File: config.mk
export PLATFORM = sky130hd
export DESIGN_NAME = ysyx_24100005_lsu
export DESIGN_NICKNAME = d
export VERILOG_FILES = /design/src/rtl/ysyx_24100005_pkg.sv /design/src/rtl/ysyx_24100005_lsu_align.sv /design/src/rtl/ysyx_24100005_lsu.sv
export SDC_FILE = /design/constraint.sdc
export NUM_CORES = 1
export LEC_CHECK = 0
export CAP_MARGIN = 5
export CORE_ASPECT_RATIO = 1.4
export CORE_MARGIN = 2
export CORE_UTILIZATION = 38
export CTS_BUF_LIST = sky130_fd_sc_hd__clkbuf_8
export DETAILED_ROUTE_END_ITERATION = 7
export HOLD_SLACK_MARGIN = 0.02
export PLACE_DENSITY = 0.75
export SLEW_MARGIN = 25
export SYNTH_ARGS = -nofsm -noshare
export SYNTH_HDL_FRONTEND = slang
export SYNTH_SLANG_ARGS = --single-unit
File: constraint.sdc
create_clock -name clk -period 1.8 [get_ports clk]
set_input_delay 0.18 -clock clk [delete_from_list [all_inputs] [get_ports clk]]
set_output_delay 0.18 -clock clk [all_outputs]
set_load 0.005 [all_outputs]
File: src/rtl/ysyx_24100005_pkg.sv
// Shared LSU definitions: RISC-V load/store funct3 codes, FSM state type, access-size decode.
package ysyx_24100005_pkg;

    localparam logic [2:0] F3_LB  = 3'd0;
    localparam logic [2:0] F3_LH  = 3'd1;
    localparam logic [2:0] F3_LW  = 3'd2;
    localparam logic [2:0] F3_LD  = 3'd3;
    localparam logic [2:0] F3_LBU = 3'd4;
    localparam logic [2:0] F3_LHU = 3'd5;
    localparam logic [2:0] F3_LWU = 3'd6;

    localparam logic [2:0] F3_SB  = 3'd0;
    localparam logic [2:0] F3_SH  = 3'd1;
    localparam logic [2:0] F3_SW  = 3'd2;
    localparam logic [2:0] F3_SD  = 3'd3;

    typedef enum logic [1:0] {
        ST_IDLE  = 2'd0,
        ST_MREQ  = 2'd1,
        ST_MWAIT = 2'd2,
        ST_RESP  = 2'd3
    } lsu_state_e;

    // Access size in bytes (1, 2, 4, 8) from the low funct3 bits.
    function automatic logic [3:0] size_bytes(input logic [2:0] funct3);
        size_bytes = 4'd1 << funct3[1:0];
    endfunction

endpackage

File: src/rtl/ysyx_24100005_lsu_align.sv
// LSU lane logic: address alignment, store shift/mask, load shift/extension, access legality.
// Optional macro YSYX_24100005_LSU_MISALIGN_EN turns misaligned accesses into faults.
module ysyx_24100005_lsu_align
    import ysyx_24100005_pkg::*;
#(
    parameter int unsigned XLEN   = 32,
    parameter int unsigned ADDR_W = 32
) (
    input  logic                         req_we_i,
    input  logic [2:0]                   req_funct3_i,
    input  logic [ADDR_W-1:0]            req_addr_i,
    input  logic [XLEN-1:0]              req_wdata_i,
    output logic                         fault_c,
    output logic [ADDR_W-1:0]            mem_addr_c,
    output logic [XLEN-1:0]              mem_wdata_c,
    output logic [XLEN/8-1:0]            mem_wmask_c,
    input  logic [2:0]                   ld_funct3_i,
    input  logic [$clog2(XLEN/8)-1:0]    ld_off_i,
    input  logic [XLEN-1:0]              ld_rdata_i,
    output logic [XLEN-1:0]              ld_data_c
);

    localparam int unsigned NB    = XLEN / 8;
    localparam int unsigned OFF_W = $clog2(NB);

    logic [OFF_W-1:0] st_off;
    logic [3:0]       st_size;
    logic             legal;
    logic [XLEN-1:0]  ld_shifted;

    assign st_off      = req_addr_i[OFF_W-1:0];
    assign st_size     = size_bytes(req_funct3_i);
    assign mem_addr_c  = {req_addr_i[ADDR_W-1:OFF_W], OFF_W'(0)};
    assign mem_wdata_c = req_wdata_i << {st_off, 3'b000};
    // Full-word accesses wrap 1<<NB to zero, so the subtraction yields all ones.
    assign mem_wmask_c = ((NB'(1) << st_size) - NB'(1)) << st_off;

    // Legal funct3 codes depend on direction and on XLEN.
    always_comb begin
        legal = 1'b0;
        if (req_we_i) begin
            case (req_funct3_i)
                F3_SB, F3_SH, F3_SW: legal = 1'b1;
                F3_SD:               legal = (XLEN == 64);
                default:             legal = 1'b0;
            endcase
        end else begin
            case (req_funct3_i)
                F3_LB, F3_LH, F3_LW, F3_LBU, F3_LHU: legal = 1'b1;
                F3_LD, F3_LWU:                       legal = (XLEN == 64);
                default:                             legal = 1'b0;
            endcase
        end
    end

`ifdef YSYX_24100005_LSU_MISALIGN_EN
    assign fault_c = !legal || ((st_off & OFF_W'(st_size - 4'd1)) != '0);
`else
    assign fault_c = !legal;
`endif

    assign ld_shifted = ld_rdata_i >> {ld_off_i, 3'b000};

    // Sign/zero extension of the shifted load lane.
    always_comb begin
        ld_data_c = ld_shifted;
        case (ld_funct3_i)
            F3_LB:   ld_data_c = XLEN'($signed(ld_shifted[7:0]));
            F3_LH:   ld_data_c = XLEN'($signed(ld_shifted[15:0]));
            F3_LW:   ld_data_c = XLEN'($signed(ld_shifted[31:0]));
            F3_LBU:  ld_data_c = XLEN'(ld_shifted[7:0]);
            F3_LHU:  ld_data_c = XLEN'(ld_shifted[15:0]);
            F3_LWU:  ld_data_c = XLEN'(ld_shifted[31:0]);
            default: ld_data_c = ld_shifted;
        endcase
    end

endmodule

File: src/rtl/ysyx_24100005_lsu.sv
// Load/store unit: single outstanding access, IDLE -> MREQ -> MWAIT -> RESP, registered outputs.
// Optional macro YSYX_24100005_LSU_MISALIGN_EN faults misaligned accesses without a memory request.
module ysyx_24100005_lsu
    import ysyx_24100005_pkg::*;
#(
    parameter int unsigned XLEN   = 32,
    parameter int unsigned ADDR_W = 32
) (
    input  logic                 clk,
    input  logic                 rst,
    input  logic                 req_valid,
    output logic                 req_ready,
    input  logic                 req_we,
    input  logic [2:0]           req_funct3,
    input  logic [ADDR_W-1:0]    req_addr,
    input  logic [XLEN-1:0]      req_wdata,
    output logic                 rsp_valid,
    output logic [XLEN-1:0]      rsp_rdata,
    output logic                 rsp_err,
    output logic                 mem_req_valid,
    input  logic                 mem_req_ready,
    output logic [ADDR_W-1:0]    mem_addr,
    output logic                 mem_we,
    output logic [XLEN-1:0]      mem_wdata,
    output logic [XLEN/8-1:0]    mem_wmask,
    input  logic                 mem_rsp_valid,
    input  logic [XLEN-1:0]      mem_rdata
);

    localparam int unsigned NB    = XLEN / 8;
    localparam int unsigned OFF_W = $clog2(NB);

    lsu_state_e          state_q, state_d;
    logic                we_q, we_d;
    logic [2:0]          funct3_q, funct3_d;
    logic [OFF_W-1:0]    off_q, off_d;
    logic                req_ready_q, req_ready_d;
    logic                mem_req_valid_q, mem_req_valid_d;
    logic [ADDR_W-1:0]   mem_addr_q, mem_addr_d;
    logic                mem_we_q, mem_we_d;
    logic [XLEN-1:0]     mem_wdata_q, mem_wdata_d;
    logic [NB-1:0]       mem_wmask_q, mem_wmask_d;
    logic                rsp_valid_q, rsp_valid_d;
    logic [XLEN-1:0]     rsp_rdata_q, rsp_rdata_d;
    logic                rsp_err_q, rsp_err_d;

    logic                fault_c;
    logic [ADDR_W-1:0]   mem_addr_c;
    logic [XLEN-1:0]     mem_wdata_c;
    logic [NB-1:0]       mem_wmask_c;
    logic [XLEN-1:0]     ld_data_c;

    ysyx_24100005_lsu_align #(
        .XLEN   (XLEN),
        .ADDR_W (ADDR_W)
    ) u_align (
        .req_we_i     (req_we),
        .req_funct3_i (req_funct3),
        .req_addr_i   (req_addr),
        .req_wdata_i  (req_wdata),
        .fault_c      (fault_c),
        .mem_addr_c   (mem_addr_c),
        .mem_wdata_c  (mem_wdata_c),
        .mem_wmask_c  (mem_wmask_c),
        .ld_funct3_i  (funct3_q),
        .ld_off_i     (off_q),
        .ld_rdata_i   (mem_rdata),
        .ld_data_c    (ld_data_c)
    );

    assign req_ready     = req_ready_q;
    assign rsp_valid     = rsp_valid_q;
    assign rsp_rdata     = rsp_rdata_q;
    assign rsp_err       = rsp_err_q;
    assign mem_req_valid = mem_req_valid_q;
    assign mem_addr      = mem_addr_q;
    assign mem_we        = mem_we_q;
    assign mem_wdata     = mem_wdata_q;
    assign mem_wmask     = mem_wmask_q;

    // Next state and next registered outputs; outputs idle at zero unless a state drives them.
    always_comb begin
        state_d         = state_q;
        we_d            = we_q;
        funct3_d        = funct3_q;
        off_d           = off_q;
        req_ready_d     = 1'b0;
        mem_req_valid_d = 1'b0;
        mem_addr_d      = '0;
        mem_we_d        = 1'b0;
        mem_wdata_d     = '0;
        mem_wmask_d     = '0;
        rsp_valid_d     = 1'b0;
        rsp_rdata_d     = '0;
        rsp_err_d       = 1'b0;
        case (state_q)
            ST_IDLE: begin
                if (req_valid && req_ready_q) begin
                    we_d     = req_we;
                    funct3_d = req_funct3;
                    off_d    = req_addr[OFF_W-1:0];
                    if (fault_c) begin
                        state_d     = ST_RESP;
                        rsp_valid_d = 1'b1;
                        rsp_err_d   = 1'b1;
                    end else begin
                        state_d         = ST_MREQ;
                        mem_req_valid_d = 1'b1;
                        mem_addr_d      = mem_addr_c;
                        mem_we_d        = req_we;
                        mem_wdata_d     = req_we ? mem_wdata_c : '0;
                        mem_wmask_d     = req_we ? mem_wmask_c : '0;
                    end
                end else begin
                    req_ready_d = 1'b1;
                end
            end
            ST_MREQ: begin
                if (mem_req_ready) begin
                    state_d = ST_MWAIT;
                end else begin
                    mem_req_valid_d = 1'b1;
                    mem_addr_d      = mem_addr_q;
                    mem_we_d        = mem_we_q;
                    mem_wdata_d     = mem_wdata_q;
                    mem_wmask_d     = mem_wmask_q;
                end
            end
            ST_MWAIT: begin
                if (mem_rsp_valid) begin
                    state_d     = ST_RESP;
                    rsp_valid_d = 1'b1;
                    rsp_rdata_d = we_q ? '0 : ld_data_c;
                end
            end
            ST_RESP: begin
                state_d     = ST_IDLE;
                req_ready_d = 1'b1;
            end
            default: state_d = ST_IDLE;
        endcase
    end

    // State, captured request fields and output registers; reset aborts any access.
    always_ff @(posedge clk or negedge rst) begin
        if (!rst) begin
            state_q         <= ST_IDLE;
            we_q            <= 1'b0;
            funct3_q        <= 3'd0;
            off_q           <= '0;
            req_ready_q     <= 1'b1;
            mem_req_valid_q <= 1'b0;
            mem_addr_q      <= '0;
            mem_we_q        <= 1'b0;
            mem_wdata_q     <= '0;
            mem_wmask_q     <= '0;
            rsp_valid_q     <= 1'b0;
            rsp_rdata_q     <= '0;
            rsp_err_q       <= 1'b0;
        end else begin
            state_q         <= state_d;
            we_q            <= we_d;
            funct3_q        <= funct3_d;
            off_q           <= off_d;
            req_ready_q     <= req_ready_d;
            mem_req_valid_q <= mem_req_valid_d;
            mem_addr_q      <= mem_addr_d;
            mem_we_q        <= mem_we_d;
            mem_wdata_q     <= mem_wdata_d;
            mem_wmask_q     <= mem_wmask_d;
            rsp_valid_q     <= rsp_valid_d;
            rsp_rdata_q     <= rsp_rdata_d;
            rsp_err_q       <= rsp_err_d;
        end
    end

endmodule

Word-level counts from Yosys, hierarchy flattened:

Cells that the tools add are included.

* output and inout bits: 105
* register bits after elaboration: 113
* logic and storage cells: 80
* input bits: 105

* shifts and indexed selects: 5
* add/subtract/negate cells: 1
* equality and inequality tests: 13
* reduce and logical (&&, ||, !) cells: 8
* mux-type cells: 40

Operators with widths (count)
* $mux 32: 9
* $pmux 32 s2: 2
* $pmux 32 s4: 1
* $shl 32x5->32: 1
* $shr 32x5->32: 1
* $mux 4: 4
* $mux 1: 14
* $eq 3x3->1 const B: 4
* $mux 2: 4
* $pmux 1 s2: 4
* $pmux 2 s4: 1
* $pmux 4 s2: 1
* $eq 3x1->1 const B: 2
* $logic_not 3->1: 2
* $ne 2x2->1 const B: 3
* $reduce_or 5->1: 1
* $eq 2x2->1 const B: 2
* $shl 1x2->4 const A: 1
* $shl 1x4->4 const A: 1
* $shl 4x2->4: 1
* $sub 4x2->4 const B: 1
* $eq 3x2->1 const B: 1
* $reduce_and 3->1: 1
* $reduce_or 3->1: 1
* 4 further kinds: 4

Depth between registers and ports, before layout:

Gate-level depths: netlist of run 1.

* depth in word-level cells: 8
* gate-level depth with buffers: 7
* mapped depth without buffers: 6

Modules after synthesis:

Synthesis of run 1 repeated with hierarchy kept, for this count alone.

* cell total of the unflattened synthesis: 530
* area, all modules: 5745.5 µm²

By module, submodules not included
* ysyx_24100005_lsu: area each 4025.1 µm², cells an instance 268, instances 1, seq. area each 2829.0 µm²
* ysyx_24100005_lsu_align: area each 1720.4 µm², cells an instance 262, instances 1, seq. area each 0.0 µm²

Worst setup path before layout of run 1:

No wires, ideal clock.

* path type: flip-flop to flip-flop
* start: register state_q[0]
* end: register rsp_rdata_q[24] (netlist: rsp_rdata[24])
* period minus slack after synthesis: 1.602 ns
* arrival: 1.538 ns
* buffers on the path: 1
* stages on the path, launching flop included: 8
* data required time: 1.736 ns
* library setup time: 0.064 ns
* path slack: 0.198 ns
* cell sequence: dfrtp_1 -> inv_1 -> ha_1 -> nand3b_1 -> or3b_1 -> buf_6 -> nor2_8 -> a21o_1

* word-level cells in the longest chain between the ends: 2

RTL lines
* from (decl): RTL line ysyx_24100005_lsu.sv:33 `lsu_state_e state_q, state_d;`
* from (signal assigned): RTL line ysyx_24100005_lsu.sv:161 `state_q <= state_d;`
* $eq 2x2->1: RTL line ysyx_24100005_lsu.sv:96 `case (state_q)`
* $mux 32: RTL line ysyx_24100005_lsu.sv:96
* named net rsp_rdata_d[24]: RTL line ysyx_24100005_lsu.sv:44 `logic [XLEN-1:0] rsp_rdata_q, rsp_rdata_d;`
* to (signal assigned): RTL line ysyx_24100005_lsu.sv:172 `rsp_rdata_q <= rsp_rdata_d;`
* to (decl): RTL line ysyx_24100005_lsu.sv:44

The timed path passes the listed nets, and every way through them passes these cells.
A chain may end at the register's enable or synchronous reset.

Final worst setup path of run 1:

* start: register state_q[0]
* end: register mem_wdata_q[26] (netlist: mem_wdata[26])

* word-level cells in the longest chain between the ends: 2
* elaborated cells on any way between the ends: 4
* classes of those cells: eq/ne: 2; mux: 1; reduce/logical: 1

RTL lines
* $eq 2x1->1 or $logic_not 2->1 (tied branches): RTL line ysyx_24100005_lsu.sv:96
* $pmux 32 s2 or $ne 2x2->1 (tied branches)
* to (signal assigned): RTL line ysyx_24100005_lsu.sv:169 `mem_wdata_q <= mem_wdata_d;`
* to (decl): RTL line ysyx_24100005_lsu.sv:41 `logic [XLEN-1:0] mem_wdata_q, mem_wdata_d;`

Parallel ways exist; a longest one is shown, timed or not.

==> flow_summary.rst, run 1 <==
.. list-table::
   :header-rows: 1

   * - Metric
     - Value
   * - Run status
     - finished, violations left
   * - Violations in the final reports
     - setup timing
   * - DR WL met2
     - roughly 8.3 mm
   * - Detailed-route via count
     - 4,721
   * - Launching point of the worst reg2reg path
     - state_q[0]
   * - Part of the total power dissipated in sequential elements
     - a little over two fifths
   * - TritonCTS clock tree
     - yes
   * - Global route total overflow
     - 0
   * - Number of fill cells in the layout
     - between 1,000 and 1,500
   * - Final setup slack of the worst path
     - -0.008844 ns
   * - Clock latency reported for the late side of the worst-skew pair
     - roughly 0.37 ns
   * - Commonest cells in the netlist
     - dfrtp_1, nand2_1, o21ai_0, mux2i_1, a211oi_1
   * - Tightest hold margin
     - 0.3155 ns
   * - Count of unique library cells instantiated by Yosys
     - just under 50
   * - Critical Path End Type
     - flop
   * - Max-cap violations
     - 0
   * - Top cells by area, synth
     - dfrtp_1, mux2i_1, nand2_1
   * - Clock slew at the register clock pins of the worst setup and hold paths
     - roughly 0.11 ns
   * - Growth of design area from synthesis to finish
     - 49.89%
   * - Critical path peak fanout
     - 19
   * - Worst Clk Skew
     - approximately 0.010 ns
   * - Number of global-route vias before repair
     - between 4,000 and 5,000
   * - DRC violation total after the first TritonRoute iteration
     - 215
   * - Final setup fails
     - 1
   * - Number of nets with antenna violations after routing
     - 0
   * - Finished Core Util
     - about three fifths
   * - End of the worst register-to-register path
     - mem_wdata[26]
   * - Post-synth EDFFs
     - 0
   * - Highest metal layer with signal wires
     - met4
   * - Antenna diode instance count
     - 0
   * - H-tree levels
     - 3
   * - Rel. slew slack
     - between 60% and 70%
   * - Footprint of the multi-input gates
     - about 0.0023 mm^2
   * - Mean area per synthesized cell
     - around 10 um^2
   * - Clock buffers created by TritonCTS
     - 9
   * - Switching power as a share of total power
     - 34.25%
   * - Internal Power
     - around 4.6 mW
   * - Average routed wire per standard cell
     - 17.66 um
   * - Maximum number of pins on one net before global-route repair
     - 59
   * - Fmax
     - approximately 550 MHz
   * - Met3 layer wire length in the routed design
     - between 1 and 1.5 mm
   * - Setup repair after global routing missed its margin
     - yes
   * - Horiz. Die Dim
     - slightly above 100 um
   * - First-pass DRT Iterations
     - 4
   * - Total GRT Usage
     - a little over a fifth
   * - Root buf cell
     - clkbuf_8
   * - Yosys top cell by area
     - dfrtp_1
   * - Number of I/O port buffers
     - between 200 and 250
   * - Total standard cell area after synthesis
     - 0.005236 mm^2
   * - Most instantiated flip-flop cell in the synthesis netlist
     - dfrtp_1
   * - Worst path slowest cell
     - dfrtp_1
   * - Async set or reset register ratio after synthesis
     - 100.0%
   * - Max incr delay on CP
     - roughly 0.44 ns
   * - Area taken by flip-flops and latches
     - roughly 0.0028 mm^2
   * - Std-Cell Core Area
     - between 0.01 and 0.015 mm^2
   * - Number of synthesized register bits
     - between 100 and 150
   * - Critical path required time
     - ~2.1 ns
   * - Hpwl dp
     - around 12 mm
   * - Worst reg-to-reg setup slack
     - -0.009 ns
   * - First-pass GRT wire length
     - around 24 mm
   * - Static power due to leakage
     - 3.562 nW
   * - Crit path from
     - state_q[0]
   * - Crit share post-route
     - 100.5%
   * - Gate power share
     - a little under two fifths
   * - Clk pwr share
     - around a fifth
   * - Length of routed wiring on met1
     - approximately 6 mm
   * - Total power divided by cell area
     - 895.8 mW/mm^2
   * - Die extent in y
     - about 140 um
   * - Effective utilization at floorplan
     - 38.93%
   * - Max IR drop VDD
     - approximately 0.44 mV
   * - Time the final worst path needs with I/O delays and setup
     - roughly 1.8 ns
   * - Synth warnings
     - 0
   * - Cells along the critical path
     - inv_1, ha_1, and3_4, nand3_2, buf_12, a2111oi_0, a21o_1
   * - Antenna violations before repair
     - 0
   * - Routed vias/inst
     - 5.275
   * - Worst slew pin tran
     - 0.5113 ns
   * - Floorplan row count
     - 50
   * - Worst Reg-to-Reg Cells
     - 7
   * - Clock Sink Count
     - ~110
   * - Worst Setup Start Kind
     - flop
   * - Final hold violation count
     - 0
   * - Die area
     - 0.01475 mm^2
   * - Sequential cell area fraction in the yosys report
     - between 50% and 60%
   * - Share of cells above drive strength 1
     - about a tenth
   * - Final number of max-transition violations
     - 0
   * - Critical path type
     - flop to flop
   * - CP Data Arrival Time
     - between 2 and 2.5 ns
   * - Share of the synthesized area in the top cell type
     - 52.57%
   * - Post-layout nets
     - between 800 and 900
   * - Final wirelength
     - 15.81 mm
   * - Cells after synthesis
     - approximately 500
   * - Final weighted congestion in routability-driven placement
     - 0.9141
   * - Num ports
     - 210
   * - Maximum root-to-sink buffer count
     - 2
   * - DRC violations left
     - 0
   * - Worst Hold Class
     - input port to asynchronous set/reset pin
   * - Most frequent cell after synthesis
     - dfrtp_1
   * - Sw power
     - around 2.4 mW
sequential cells by signal (all words and copies together) (netlist names):
name	flops
mem_wdata	32
we_q	1
state_q	2
rsp_valid	1
off_q	2
rsp_err	1
mem_we	1
rsp_rdata	32
mem_wmask	4
req_ready	1
mem_addr	30
funct3_q	3
mem_req_valid	1
power by group through the flow:
stage	sequential (mW)	clock (mW)	combinational (mW)
3_3_place_gp	3.00	0	2.46
3_5_place_dp	3.01	0	2.54
2_1_floorplan	2.96	0	1.48
6_report	2.96	1.41	2.66
4_1_cts	2.96	1.43	2.58
5_1_grt	3.00	1.53	2.89
critical path: cells and delay by family, from the launching register on:
kind / cells / cell delay [ns]
AO/OA/AOI/OAI: 2 / 0.51
flip-flops: 1 / 0.44
AND/OR/NAND/NOR: 2 / 0.34
buffers and inverters: 2 / 0.29
adder cells (fa/ha/maj): 1 / 0.17
per-layer routing:
metal | vias up | track usage, %
li1 | 2189 | -
met4 | 0 | 6.994
met2 | 227 | 36.88
met5 | - | 0
met3 | 21 | 3.720
met1 | 2284 | 25.15
cell type report:
class / instances / share of cell area [%]
Sequential cell: 111 / 35.41
Timing Repair Buffer: 233 / 30.26
Multi-Input combinational cell: 347 / 28.85
Tap cell: 182 / 2.901
Clock buffer: 9 / 1.578
Clock inverter: 7 / 0.7174
Inverter: 6 / 0.2869
per-stage QoR:
step	setup TNS, ns	instance area [um^2]	std cells	setup slack [ns]	total power [mW]
6_report	-0.008844	7849	895	-0.008844	7.031
5_1_grt	-0.1733	7849	895	-0.05563	7.414
4_1_cts	0	7771	892	0.01932	6.972
3_5_place_dp	-0.9412	7569	875	-0.1015	5.553
3_3_place_gp	0	7569	875	0.01865	5.456
2_1_floorplan	0	5240	502	0.1981	4.431
layout by cell type (no fill, tap or decap), types with 2 or more instances in the layout:
cell type        instances
ha_1                     5
nor2_1                  28
clkbuf_8                 9
nand2b_1                 3
mux2i_1                 35
clkdlybuf4s50_1        205
dfrtp_1                110
a2111oi_2                2
o21ai_1                  2
a21o_1                  19
buf_12                   7
conb_1                   2
a21oi_1                 12
o21ai_0                 43
o31ai_1                 17
nand3_1                  2
inv_1                    7
buf_4                   16
a211oi_1                30
a221oi_2                 2
buf_6                    2
clkinvlp_4               2
nand2_1                 83
mux2_2                   6
a2111oi_0                5
inv_6                    2
nor2b_1                 20
a22o_1                   8
repair_timing:
item / in CTS / in global routing
gates cloned: 0 / 1
gates resized for setup: 3 / 12
buffers inserted: 0 / 2
endpoints found under the setup margin: 36 / 64
pin swaps: 0 / 1
endpoints found under the hold margin: 31 / 0
hold buffers: 1 / 0
worst max path at each step:
stage / cells after the start / to / slack [ns]
after detailed placement: 5 / mem_wdata[15] / -0.10
after global placement: 6 / mem_wdata[30] / 0.02
after floorplan: 7 / rsp_rdata[24] / 0.20
after CTS: 7 / mem_wdata[27] / 0.02
final: 7 / mem_wdata[26] / -0.009
after global routing: 7 / mem_wdata[25] / -0.06
kinds of logic after synthesis:
family / synth area share (%)
buf+inv: 4.349
simple gates: 13.19
compound gates: 19.71
mux: 8.411
other cells: 0.07162
flops: 53.07
fa+ha+maj: 1.195
Note: power is estimated with default switching activity, not from simulation.
==> inputs of run 2 (changes only) <==
Clock period 1.8 ns to 2.33 ns, I/O delays scaled along.
==> flow_summary.rst, run 2 (synthesis results as in run 1) <==
.. list-table::
   :header-rows: 1

   * - Metric
     - Value
   * - Switching power as a share of total power
     - ~34%
   * - Antenna violations before repair
     - 0
   * - Total GRT Usage
     - around a fifth
   * - Number of nets with antenna violations after routing
     - 0
   * - Final setup slack of the worst path
     - between 0.3 and 0.4 ns
   * - TritonCTS clock tree
     - yes
   * - H-tree levels
     - 3
   * - Final hold violation count
     - 0
   * - Total cell area at the placement stage
     - roughly 0.0075 mm^2
   * - Buffers and inverters on the worst path
     - 1
   * - Cells along the critical path
     - inv_1, ha_1, and3_2, nand3_2, a2111oi_0, a21o_1
   * - Worst path slowest cell
     - a2111oi_0
   * - Critical path type
     - flop to flop
   * - DRC violations left
     - 0
   * - Post-layout nets
     - 806
   * - Area taken by flip-flops and latches
     - ~0.0028 mm^2
   * - Final number of max-transition violations
     - 0
   * - First-pass DRT Iterations
     - 5
   * - Post-route setup TNS
     - 0 ns
   * - Num ports
     - 210
   * - Final weighted congestion in routability-driven placement
     - between 0.8 and 0.9
   * - Most frequent cells in the layout
     - clkdlybuf4s50_1, dfrtp_1, nand2_1
   * - Total power divided by cell area
     - between 600 and 700 mW/mm^2
   * - Part of the total power dissipated in sequential elements
     - 43.7%
   * - Launching point of the worst reg2reg path
     - state_q[0]
   * - Finished Core Util
     - a little under three fifths
   * - Total Power
     - around 5.3 mW
   * - CP Data Arrival Time
     - between 2 and 2.5 ns
   * - Maximum root-to-sink buffer count
     - 2
   * - Sw power
     - 1.802 mW
   * - Hpwl dp
     - about 12 mm
   * - Setup bufs post-CTS
     - 0
   * - Final setup fails
     - 0
   * - Count of placed standard cells in the final layout, fillers left out
     - ~900
   * - Detailed-route via count
     - 4,643
   * - Antenna diode instance count
     - 0
   * - Worst Reg-to-Reg Cells
     - 6
   * - Gate power share
     - 35.4%
   * - Final wirelength
     - around 15 mm
   * - Routed vias/inst
     - 5.258
   * - Critical Path End Type
     - flop
   * - Root buf cell
     - clkbuf_8
   * - Worst slew pin tran
     - slightly above 0.9 ns
   * - Clock buffers created by TritonCTS
     - 9
   * - Growth of design area from synthesis to finish
     - 45.95%
   * - Global route total overflow
     - 0
   * - Worst Setup Start Kind
     - flop
   * - Effective utilization at floorplan
     - approximately two fifths
   * - Max-cap violations
     - 0
   * - Static power due to leakage
     - approximately 3.5 nW
   * - Worst reg-to-reg setup slack
     - 0.31 ns
   * - Crit share post-route
     - between 80% and 90%
   * - Average routed wire per standard cell
     - between 15 and 20 um
   * - Clock latency reported for the late side of the worst-skew pair
     - ~0.38 ns
   * - End of the worst register-to-register path
     - mem_wdata[30]
   * - Internal Power
     - about 3.4 mW
   * - Std-Cell Core Area
     - roughly 0.013 mm^2
   * - Cell depth of the worst setup path
     - 6
   * - Post-Place Cells
     - 866
   * - Clk pwr share
     - a little over a fifth
   * - Fmax
     - a little under 500 MHz
   * - Clock Sink Count
     - ~110
   * - Number of global-route vias before repair
     - 4,699
   * - Worst setup path endpoint
     - mem_wdata[30]
   * - Clock slew at the register clock pins of the worst setup and hold paths
     - around 0.11 ns
   * - Worst Clk Skew
     - 0.009929 ns
   * - Critical path's top delay family
     - simple AND/OR/NAND/NOR gates
   * - Tightest hold margin
     - roughly 0.33 ns
   * - Die area
     - about 0.015 mm^2
   * - Horiz. Die Dim
     - a little over 100 um
   * - Worst Hold Class
     - input port to asynchronous set/reset pin
   * - Place WS
     - between 0.3 and 0.4 ns
   * - Time the final worst path needs with I/O delays and setup
     - about 2.0 ns
   * - Footprint of the multi-input gates
     - roughly 0.0022 mm^2
   * - Commonest non-fill, non-tap cell in the layout
     - clkdlybuf4s50_1
   * - Max IR drop VDD
     - 0.2942 mV
   * - Critical path peak fanout
     - 16
   * - Run status
     - finished, final reports clean
   * - Share of cells above drive strength 1
     - 7.275%
   * - Die extent in y
     - between 100 and 150 um
   * - Setup repair after global routing missed its margin
     - no
   * - Number of I/O port buffers
     - around 210
   * - Max incr delay on CP
     - approximately 0.45 ns
   * - Floorplan row count
     - 50
   * - Rel. slew slack
     - about two fifths
   * - DRC violation total after the first TritonRoute iteration
     - around 220
   * - Crit path from
     - state_q[0]
   * - Number of fill cells in the layout
     - approximately 1,200
   * - Maximum number of pins on one net before global-route repair
     - 57
   * - Post-route standard cell area excluding fillers
     - 0.007642 mm^2
   * - First-pass GRT wire length
     - roughly 24 mm
   * - Critical path required time
     - 2.66 ns
==> run 2: power groups by stage <==
stage | combinational, mW | sequential [mW] | clock, mW
after floorplan | 1.14 | 2.28 | 0
after CTS | 1.86 | 2.30 | 1.13
after global placement | 1.81 | 2.33 | 0
after global routing | 2.04 | 2.33 | 1.21
after detailed placement | 1.86 | 2.34 | 0
final | 1.86 | 2.29 | 1.10
==> run 2: area by class of cell <==
class                           instances  area share (%)
Multi-Input combinational cell        347           29.24
Sequential cell                       111           36.36
Clock buffer                            9           1.621
Inverter                                6          0.2947
Clock inverter                          7          0.7531
Timing Repair Buffer                  221           28.75
Tap cell                              182           2.980
==> run 2: repair_timing <==
item                                   CTS  global route
setup endpoints to repair                0             0
hold buffers                             1             0
resized for setup                        0             0
endpoints found under the hold margin   31             0
==> run 2: how the worst min path moves through the flow <==
| stage | end | slack (ns) |
|---|---|---|
| 2_1_floorplan | funct3_q[0] | -0.06 |
| 3_3_place_gp | mem_addr[25] | 0.20 |
| 3_5_place_dp | mem_addr[27] | 0.20 |
| 4_1_cts | mem_addr[27] | 0.32 |
| 5_1_grt | mem_addr[27] | 0.34 |
| 6_report | mem_addr[27] | 0.33 |
==> run 2: per-layer routing <==
layer / global-route usage (%) / vias up / part of all wire, %
met5: 0 / - / 0
met3: 4.650 / 27 / 7.0
li1: - / 2161 / -
met1: 25.70 / 2241 / 39
met2: 36.36 / 214 / 51
met4: 8.102 / 0 / 2.8
